--- config.mk ---
export PLATFORM = sky130hd
export DESIGN_NAME = mem_port_arbiter
export DESIGN_NICKNAME = d
export VERILOG_FILES = /design/src/rtl/mem_port_arbiter_pkg.sv /design/src/rtl/mem_lat_timer.sv /design/src/rtl/mem_port_arbiter.sv
export SDC_FILE = /design/constraint.sdc
export NUM_CORES = 1
export LEC_CHECK = 0
export CAP_MARGIN = 25
export CORE_MARGIN = 2
export CORE_UTILIZATION = 38
export DETAILED_ROUTE_END_ITERATION = 8
export PLACE_DENSITY_LB_ADDON = 0.1
export SYNTH_ARGS = -nofsm -noshare
export SYNTH_HDL_FRONTEND = slang
export SYNTH_SLANG_ARGS = --single-unit
export TNS_END_PERCENT = 5
--- constraint.sdc ---
create_clock -name clock -period 3.31 [get_ports clock]
set_input_delay 0.4965 -clock clock [delete_from_list [all_inputs] [get_ports clock]]
set_output_delay 0.4965 -clock clock [all_outputs]
set_load 0.1 [all_outputs]
--- src/rtl/mem_port_arbiter_pkg.sv ---
`default_nettype none
// ============================================================================
// Package  : mem_port_arbiter_pkg
// Purpose  : Shared state and owner encodings for the fetch/data memory arbiter.
// Revision : 1.0
// ============================================================================
package mem_port_arbiter_pkg;

    localparam int WORD = 32;

    typedef enum logic [1:0] {
        ST_IDLE = 2'd0,
        ST_CMD  = 2'd1,
        ST_WAIT = 2'd2,
        ST_RESP = 2'd3
    } arb_state_e;

    typedef enum logic {
        OWN_IF = 1'b0,
        OWN_DM = 1'b1
    } owner_e;

endpackage
`default_nettype wire

--- src/rtl/mem_lat_timer.sv ---
`default_nettype none
// ============================================================================
// Module   : mem_lat_timer
// Purpose  : Counts 1..MEM_LAT after a start pulse; done marks the data-valid cycle.
// Revision : 1.0
// ============================================================================
module mem_lat_timer #(
    parameter int MEM_LAT = 2
) (
    input  logic clock,
    input  logic reset,
    input  logic start,
    output logic done
);

    localparam int CNT_W = $clog2(MEM_LAT + 1);

    logic [CNT_W-1:0] cnt_q;
    logic [CNT_W-1:0] cnt_d;

    // Zero means idle; the count parks at zero again right after done.
    always_comb begin
        cnt_d = cnt_q;
        if (start) begin
            cnt_d = CNT_W'(1);
        end else if (cnt_q == CNT_W'(MEM_LAT)) begin
            cnt_d = '0;
        end else if (cnt_q != '0) begin
            cnt_d = cnt_q + CNT_W'(1);
        end
    end

    always_ff @(posedge clock or posedge reset) begin
        if (reset) begin
            cnt_q <= '0;
        end else begin
            cnt_q <= cnt_d;
        end
    end

    assign done = (cnt_q == CNT_W'(MEM_LAT));

endmodule
`default_nettype wire

--- src/rtl/mem_port_arbiter.sv ---
`default_nettype none
// ============================================================================
// Module   : mem_port_arbiter
// Purpose  : Shares one fixed-latency single-ported memory between fetch and data ports.
// Revision : 1.0
// ============================================================================
module mem_port_arbiter
    import mem_port_arbiter_pkg::*;
#(
    parameter int AW         = 10,
    parameter int MEM_LAT    = 2,
    parameter int STARVE_MAX = 3
) (
    input  logic            clock,
    input  logic            reset,
    input  logic            if_req,
    input  logic [AW-1:0]   if_addr,
    output logic            if_ack,
    output logic [WORD-1:0] if_rdata,
    output logic            if_stall,
    input  logic            dm_req,
    input  logic            dm_we,
    input  logic [AW-1:0]   dm_addr,
    input  logic [WORD-1:0] dm_wdata,
    output logic            dm_ack,
    output logic [WORD-1:0] dm_rdata,
    output logic            dm_stall,
    output logic            mem_en,
    output logic            mem_we,
    output logic [AW-1:0]   mem_addr,
    output logic [WORD-1:0] mem_wdata,
    input  logic [WORD-1:0] mem_rdata
);

    localparam int SW = (STARVE_MAX < 1) ? 1 : $clog2(STARVE_MAX + 1);

    arb_state_e      state_q, state_d;
    owner_e          owner_q, owner_d;
    logic            we_q, we_d;
    logic [AW-1:0]   addr_q, addr_d;
    logic [WORD-1:0] wdata_q, wdata_d;
    logic [SW-1:0]   starve_q, starve_d;
    logic [WORD-1:0] if_rdata_q, if_rdata_d;
    logic [WORD-1:0] dm_rdata_q, dm_rdata_d;
    logic            grant_if;
    logic            lat_done;

    mem_lat_timer #(
        .MEM_LAT (MEM_LAT)
    ) u_lat_timer (
        .clock (clock),
        .reset (reset),
        .start (state_q == ST_CMD),
        .done  (lat_done)
    );

    always_comb begin
        state_d    = state_q;
        owner_d    = owner_q;
        we_d       = we_q;
        addr_d     = addr_q;
        wdata_d    = wdata_q;
        starve_d   = starve_q;
        if_rdata_d = if_rdata_q;
        dm_rdata_d = dm_rdata_q;
        // Data port wins ties until fetch has lost STARVE_MAX times in a row.
        grant_if   = if_req && (!dm_req || (starve_q >= SW'(STARVE_MAX)));

        case (state_q)
            ST_IDLE: begin
                if (if_req || dm_req) begin
                    state_d = ST_CMD;
                    if (grant_if) begin
                        owner_d  = OWN_IF;
                        we_d     = 1'b0;
                        addr_d   = if_addr;
                        wdata_d  = '0;
                        starve_d = '0;
                    end else begin
                        owner_d = OWN_DM;
                        we_d    = dm_we;
                        addr_d  = dm_addr;
                        wdata_d = dm_wdata;
                        if (if_req && (starve_q < SW'(STARVE_MAX))) begin
                            starve_d = starve_q + SW'(1);
                        end
                    end
                end
            end
            ST_CMD: begin
                state_d = ST_WAIT;
            end
            ST_WAIT: begin
                if (lat_done) begin
                    state_d = ST_RESP;
                    if (owner_q == OWN_IF) begin
                        if_rdata_d = mem_rdata;
                    end else if (!we_q) begin
                        dm_rdata_d = mem_rdata;
                    end
                end
            end
            ST_RESP: begin
                state_d = ST_IDLE;
            end
            default: begin
                state_d = ST_IDLE;
            end
        endcase
    end

    always_ff @(posedge clock or posedge reset) begin
        if (reset) begin
            state_q    <= ST_IDLE;
            owner_q    <= OWN_IF;
            we_q       <= 1'b0;
            addr_q     <= '0;
            wdata_q    <= '0;
            starve_q   <= '0;
            if_rdata_q <= '0;
            dm_rdata_q <= '0;
        end else begin
            state_q    <= state_d;
            owner_q    <= owner_d;
            we_q       <= we_d;
            addr_q     <= addr_d;
            wdata_q    <= wdata_d;
            starve_q   <= starve_d;
            if_rdata_q <= if_rdata_d;
            dm_rdata_q <= dm_rdata_d;
        end
    end

    assign mem_en    = (state_q == ST_CMD);
    assign mem_we    = mem_en && we_q;
    assign mem_addr  = addr_q;
    assign mem_wdata = wdata_q;
    assign if_ack    = (state_q == ST_RESP) && (owner_q == OWN_IF);
    assign dm_ack    = (state_q == ST_RESP) && (owner_q == OWN_DM);
    assign if_rdata  = if_rdata_q;
    assign dm_rdata  = dm_rdata_q;
    assign if_stall  = if_req && !if_ack;
    assign dm_stall  = dm_req && !dm_ack;

    // Requesters must hold their request until acknowledged.
    a_if_req_held: assert property (@(posedge clock) disable iff (reset)
        (if_req && !if_ack) |=> if_req);
    a_dm_req_held: assert property (@(posedge clock) disable iff (reset)
        (dm_req && !dm_ack) |=> dm_req);
    a_one_ack: assert property (@(posedge clock) disable iff (reset)
        !(if_ack && dm_ack));

endmodule
`default_nettype wire
==> key figures, run 1 <==
Placed design
  • Dpl hpwl: 7970 um
  • GP Congestion: 0.829
  • Placed insts: 637
  • Buffers on Ports: 200

Worst setup path
  • FF-to-FF Start: state_q[0]
  • RR Endpoint: if_rdata[28]
  • Setup crit start: mem_addr[5]
  • Worst path slowest cell: clkdlybuf4s50_1
  • Crit-path leading delay family: buffers and inverters
  • Reg2reg setup slack: 1.23 ns
  • Crit path largest cell delay: 1.16 ns
  • CP Data Arrival Time: 1.93 ns
  • R2R depth: 6
  • Worst EP required: 2.81 ns
  • Worst-path cell chain: clkdlybuf4s50_1
  • Crit path kind: register to primary output
  • Critical path depth in cells: 1
  • Crit-path max FO: 2
  • Startpoint type of the worst setup path: register
  • Crit path buf inv count: 1
  • Critical Path End Type: primary output
  • CP endpoint: mem_addr[5]

Drt
  • Post-route DRC: 0
  • First-pass iteration count of the detailed router: 4
  • WL final: 11300 um
  • Drt wl/cell: 16.9 um
  • Via count: 3297
  • Final ANT Viol Nets: 0
  • DRT iter0 DRCs: 98
  • Via/cell ratio: 4.93

GRT
  • GRT Residual Overflow: 0
  • Vias in the first global route: 3625
  • Pin count of the biggest net entering global routing: 115
  • Total Routing Usage GR: 18.5%
  • First-pass GRT wire length: 18400 um
  • Initial antenna violation count: 0

Clock tree
  • CTS tree: done
  • Total clock sinks: 114
  • # hold bufs at CTS: 0
  • Root buf cell: clkbuf_16
  • Post-CTS Setup Inserts: 0
  • H-tree levels: 4
  • Resized Gates After CTS: 0
  • Clock-pin slew on the worst setup and hold paths: 0.05 ns
  • Longest Clk Path Bufs: 2
  • Clk_lat worst skew: 0.40 ns
  • TritonCTS Buffers: 17

STA
  • Fmax achieved: 413 MHz
  • RSZ-0062 raised after global routing: no
  • Least-Margin Pin Slew: 1.01 ns
  • Final Hold Fails: 0
  • Final setup fails: 0
  • Fin Clk Skew: 0.0100 ns
  • Rel. slew slack: 32.7%
  • Fin crit share: 73.2%
  • Final Max Slew Viols: 0
  • Minimum clock period after layout: 2.42 ns

Logic synthesis
  • Synthesized area per cell: 14.5 um^2
  • Post-Syn Instances: 307
  • Syn_nets: 401
  • Seq cells post-synth: 114
  • Sequential share of the synthesized area: 64.0%
  • Cell area after synthesis: 4460 um^2
  • Synth warn: 0
  • Synth unique cells: 30

Cells and area
  • Most frequent cells in the layout: 192 x clkdlybuf4s50_1, 114 x dfrtp_1, 59 x mux2_2
  • Commonest non-fill, non-tap cell in the layout: clkdlybuf4s50_1
  • Layout cells sized above 1: 20.9%
  • Nets@finish: 607
  • Synth-to-Final Area Change: 60.3%
  • Final cell count without fillers: 669
  • N_diodes: 0

Min path
  • Hold crit path type: register to register

Floorplanning
  • Die H: 112 um
  • Die Span X: 112 um
  • Ports: 201
  • # rows: 39
  • Die area: 12600 um^2
  • Core area: 11400 um^2
  • Starting density of the core: 39.0%

Status
  • Outcome: complete, no violations

Job
  • Max-cap violations: 0
==> registers in the layout (all words and copies together), names as in the netlist, 2 cells and up <==
signal	flops
mem_addr	10
mem_wdata	32
u_lat_timer.cnt_q	2
dm_rdata	32
if_rdata	32
state_q	2
starve_q	2
==> cell type report <==
cell class | count | area (um^2)
Inverter | 4 | 18.8
Clock buffer | 22 | 474
Multi-Input combinational cell | 169 | 1480
Timing Repair Buffer | 207 | 2060
Clock inverter | 10 | 83.8
Fill cell | 923 | 4270
Sequential cell | 114 | 2850
Tap cell | 143 | 179
==> Yosys cell counts, drive strengths merged <==
library cell	instances	area, um^2
nor2	13	51.3
nor2b	3	18.8
o21ai	14	81.3
nor3b	2	26.3
a22o	33	289
ha	5	62.6
nand2	3	11.3
nand3	1	5.00
nand2b	2	12.5
dfrtp	114	2850
o21a	1	7.51
a31oi	10	62.6
clkbuf	8	30.0
a21oi	11	58.8
a22oi	1	7.51
and2	2	12.5
nand3b	1	20.0
a21o	1	7.51
buf	12	85.1
mux2	65	732
o22a	1	8.76
inv	4	15.0
==> kinds of logic (layout without fill, tap and decap cells) <==
kind of cell / count (synthesis) / in the layout / share of synthesized area (%)
compound gates: 72 / 72 / 11.7
fa+ha+maj: 5 / 5 / 1.40
buf+inv: 24 / 243 / 2.92
flops: 114 / 114 / 64.0
mux: 65 / 65 / 16.4
simple gates: 27 / 27 / 3.54
==> layer usage <==
| layer | track usage (%) | routed length [um] |
|---|---|---|
| met1 | 23.2 | 4780 |
| met2 | 29.7 | 5420 |
| met3 | 7.13 | 970 |
| met4 | 6.10 | 116 |
| met5 | 0 | 0 |
==> per-stage QoR <==
step | instance area [um^2] | setup WS (ns) | hold WS [ns] | utilization [%] | setup TNS, ns
3_3_place_gp | 6590 | 1.00 | 0.467 | 57.7 | 0
4_1_cts | 7150 | 0.861 | 0.492 | 62.6 | 0
5_1_grt | 7150 | 0.837 | 0.514 | 62.6 | 0
6_report | 7150 | 0.886 | 0.488 | 62.6 | 0
3_5_place_dp | 6590 | 1.02 | 0.480 | 57.7 | 0
2_1_floorplan | 4460 | -0.0763 | 0.453 | - | -0.0763
==> worst min path at each step <==
stage | from | endpoint | slack [ns] | cells after the start
2_1_floorplan | starve_q[1] | starve_q[1] | 0.45 | 2
3_3_place_gp | if_rdata[24] | if_rdata[24] | 0.47 | 1
3_5_place_dp | if_rdata[24] | if_rdata[24] | 0.48 | 1
4_1_cts | if_rdata[24] | if_rdata[24] | 0.49 | 1
5_1_grt | if_rdata[21] | if_rdata[21] | 0.51 | 1
6_report | if_rdata[24] | if_rdata[24] | 0.49 | 1
Power of run 1 is left out: the tool's default activity adds up to more than one toggle a clock period on the data nets, which glitch-free logic cannot reach.
==> run 2, diff against run 1 <==
- clock period: 3.31 -> 2.08 ns (I/O delays scaled with it)
==> run 2 against run 1 <==
Sequential share of layout area increased by 0.35 points; die area unchanged; first-iteration DRC count increased by 55%; clock skew decreased by 0.0018 ns; via count decreased by 0.36%; highest routed layer unchanged; global-route usage increased by 0.25 points.
==> key figures, run 2 (synthesized netlist as in run 1, its figures left out) <==
Clock tree
  • Resized Gates After CTS: 0
  • Total clock sinks: 114
  • Clock-pin slew on the worst setup and hold paths: 0.05 ns
  • CTS tree: done
  • Longest Clk Path Bufs: 2
  • TritonCTS Buffers: 17
  • Post-CTS Setup Inserts: 0
  • Clk_lat worst skew: 0.40 ns
  • Root buf cell: clkbuf_16
  • # hold bufs at CTS: 0
  • H-tree levels: 4

Floorplanning
  • Ports: 201
  • Starting density of the core: 39.0%
  • Die Span X: 112 um
  • Core area: 11400 um^2
  • Die area: 12600 um^2
  • # rows: 39
  • Die H: 112 um

Cells and area
  • Fillers: 895
  • Synth-to-Final Area Change: 59.0%
  • Commonest non-fill, non-tap cell in the layout: dfrtp_1
  • Area occupied by registers: 2850 um^2
  • Layout cells sized above 1: 41.3%
  • Most frequent cells in the layout: 114 x dfrtp_1, 111 x buf_4, 88 x clkdlybuf4s50_1
  • Nets@finish: 610
  • Multi-input logic area: 1480 um^2
  • Final cell count without fillers: 671
  • N_diodes: 0

Drt
  • Drt wl/cell: 16.9 um
  • Post-route DRC: 0
  • DRT iter0 DRCs: 152
  • Final ANT Viol Nets: 0
  • Via/cell ratio: 4.90
  • WL final: 11300 um
  • First-pass iteration count of the detailed router: 4
  • Via count: 3285

Worst setup path
  • R2R depth: 6
  • Crit path kind: register to primary output
  • Reg2reg setup slack: 0.24 ns
  • Startpoint type of the worst setup path: register
  • RR Endpoint: dm_rdata[17]
  • Worst EP required: 1.77 ns
  • Crit-path max FO: 4
  • FF-to-FF Start: state_q[0]
  • Setup crit start: state_q[0]
  • Critical Path End Type: primary output
  • CP endpoint: dm_stall
  • CP Data Arrival Time: 1.64 ns

Placed design
  • Buffers on Ports: 200
  • Dpl hpwl: 7860 um
  • Dpl ws: 0.256 ns
  • GP Congestion: 0.746
  • Placed insts: 640

GRT
  • Pin count of the biggest net entering global routing: 82
  • Total Routing Usage GR: 18.8%
  • Initial antenna violation count: 0
  • First-pass GRT wire length: 18500 um
  • Vias in the first global route: 3546
  • GRT Residual Overflow: 0

STA
  • Fin Clk Skew: 0.00822 ns
  • Fmax achieved: 512 MHz
  • Minimum clock period after layout: 1.95 ns
  • Final Hold Fails: 0
  • RSZ-0062 raised after global routing: no
  • Fin crit share: 94.0%
  • Setup TNS: 0 ns
  • Least-Margin Pin Slew: 0.451 ns
  • Rel. slew slack: 69.9%
  • Setup ws final: 0.126 ns
  • Final setup fails: 0
  • Final Max Slew Viols: 0

Status
  • Outcome: complete, no violations

Job
  • Max-cap violations: 0

Min path
  • Hold crit path type: input pin to asynchronous set/reset pin
-- run 2: metal layers --
metal / track usage, % / share of wire (%) / vias up
met1: 24.4 / 44 / 1598
met5: 0 / 0 / -
met2: 29.1 / 47 / 146
met4: 6.59 / 0.96 / 0
li1: - / - / 1533
met3: 6.91 / 8.7 / 8
-- run 2: area by class of cell --
type | instances | share of cell area, %
Timing Repair Buffer | 210 | 27.3
Tap cell | 143 | 2.52
Clock buffer | 22 | 6.97
Clock inverter | 9 | 1.80
Inverter | 4 | 0.265
Sequential cell | 114 | 40.3
Multi-Input combinational cell | 169 | 20.9
-- run 2: worst min path at each step --
stage                                to  depth (start not counted)
after global routing       if_rdata[12]                          3
after detailed placement   dm_rdata[15]                          1
after global placement     if_rdata[24]                          1
after floorplan           mem_wdata[16]                          1
final                       if_rdata[3]                          3
after CTS                  dm_rdata[30]                          3
-- run 2: critical path, stage by stage (launching register included) --
cell and delay (ns):
dfrtp_1 0.41, ha_1 0.22, and2_1 0.20, nor2b_1 0.20, buf_12 0.21
-- run 2: metrics by stage --
step / hold slack [ns] / cell area, um^2 / utilization, %
after floorplan: 0.445 / 4460 / -
after global placement: 0.468 / 6460 / 56.6
after detailed placement: 0.477 / 6460 / 56.6
after CTS: 0.417 / 7090 / 62.1
after global routing: 0.449 / 7090 / 62.1
final: 0.384 / 7090 / 62.1
Power of run 2 is left out for the same reason.
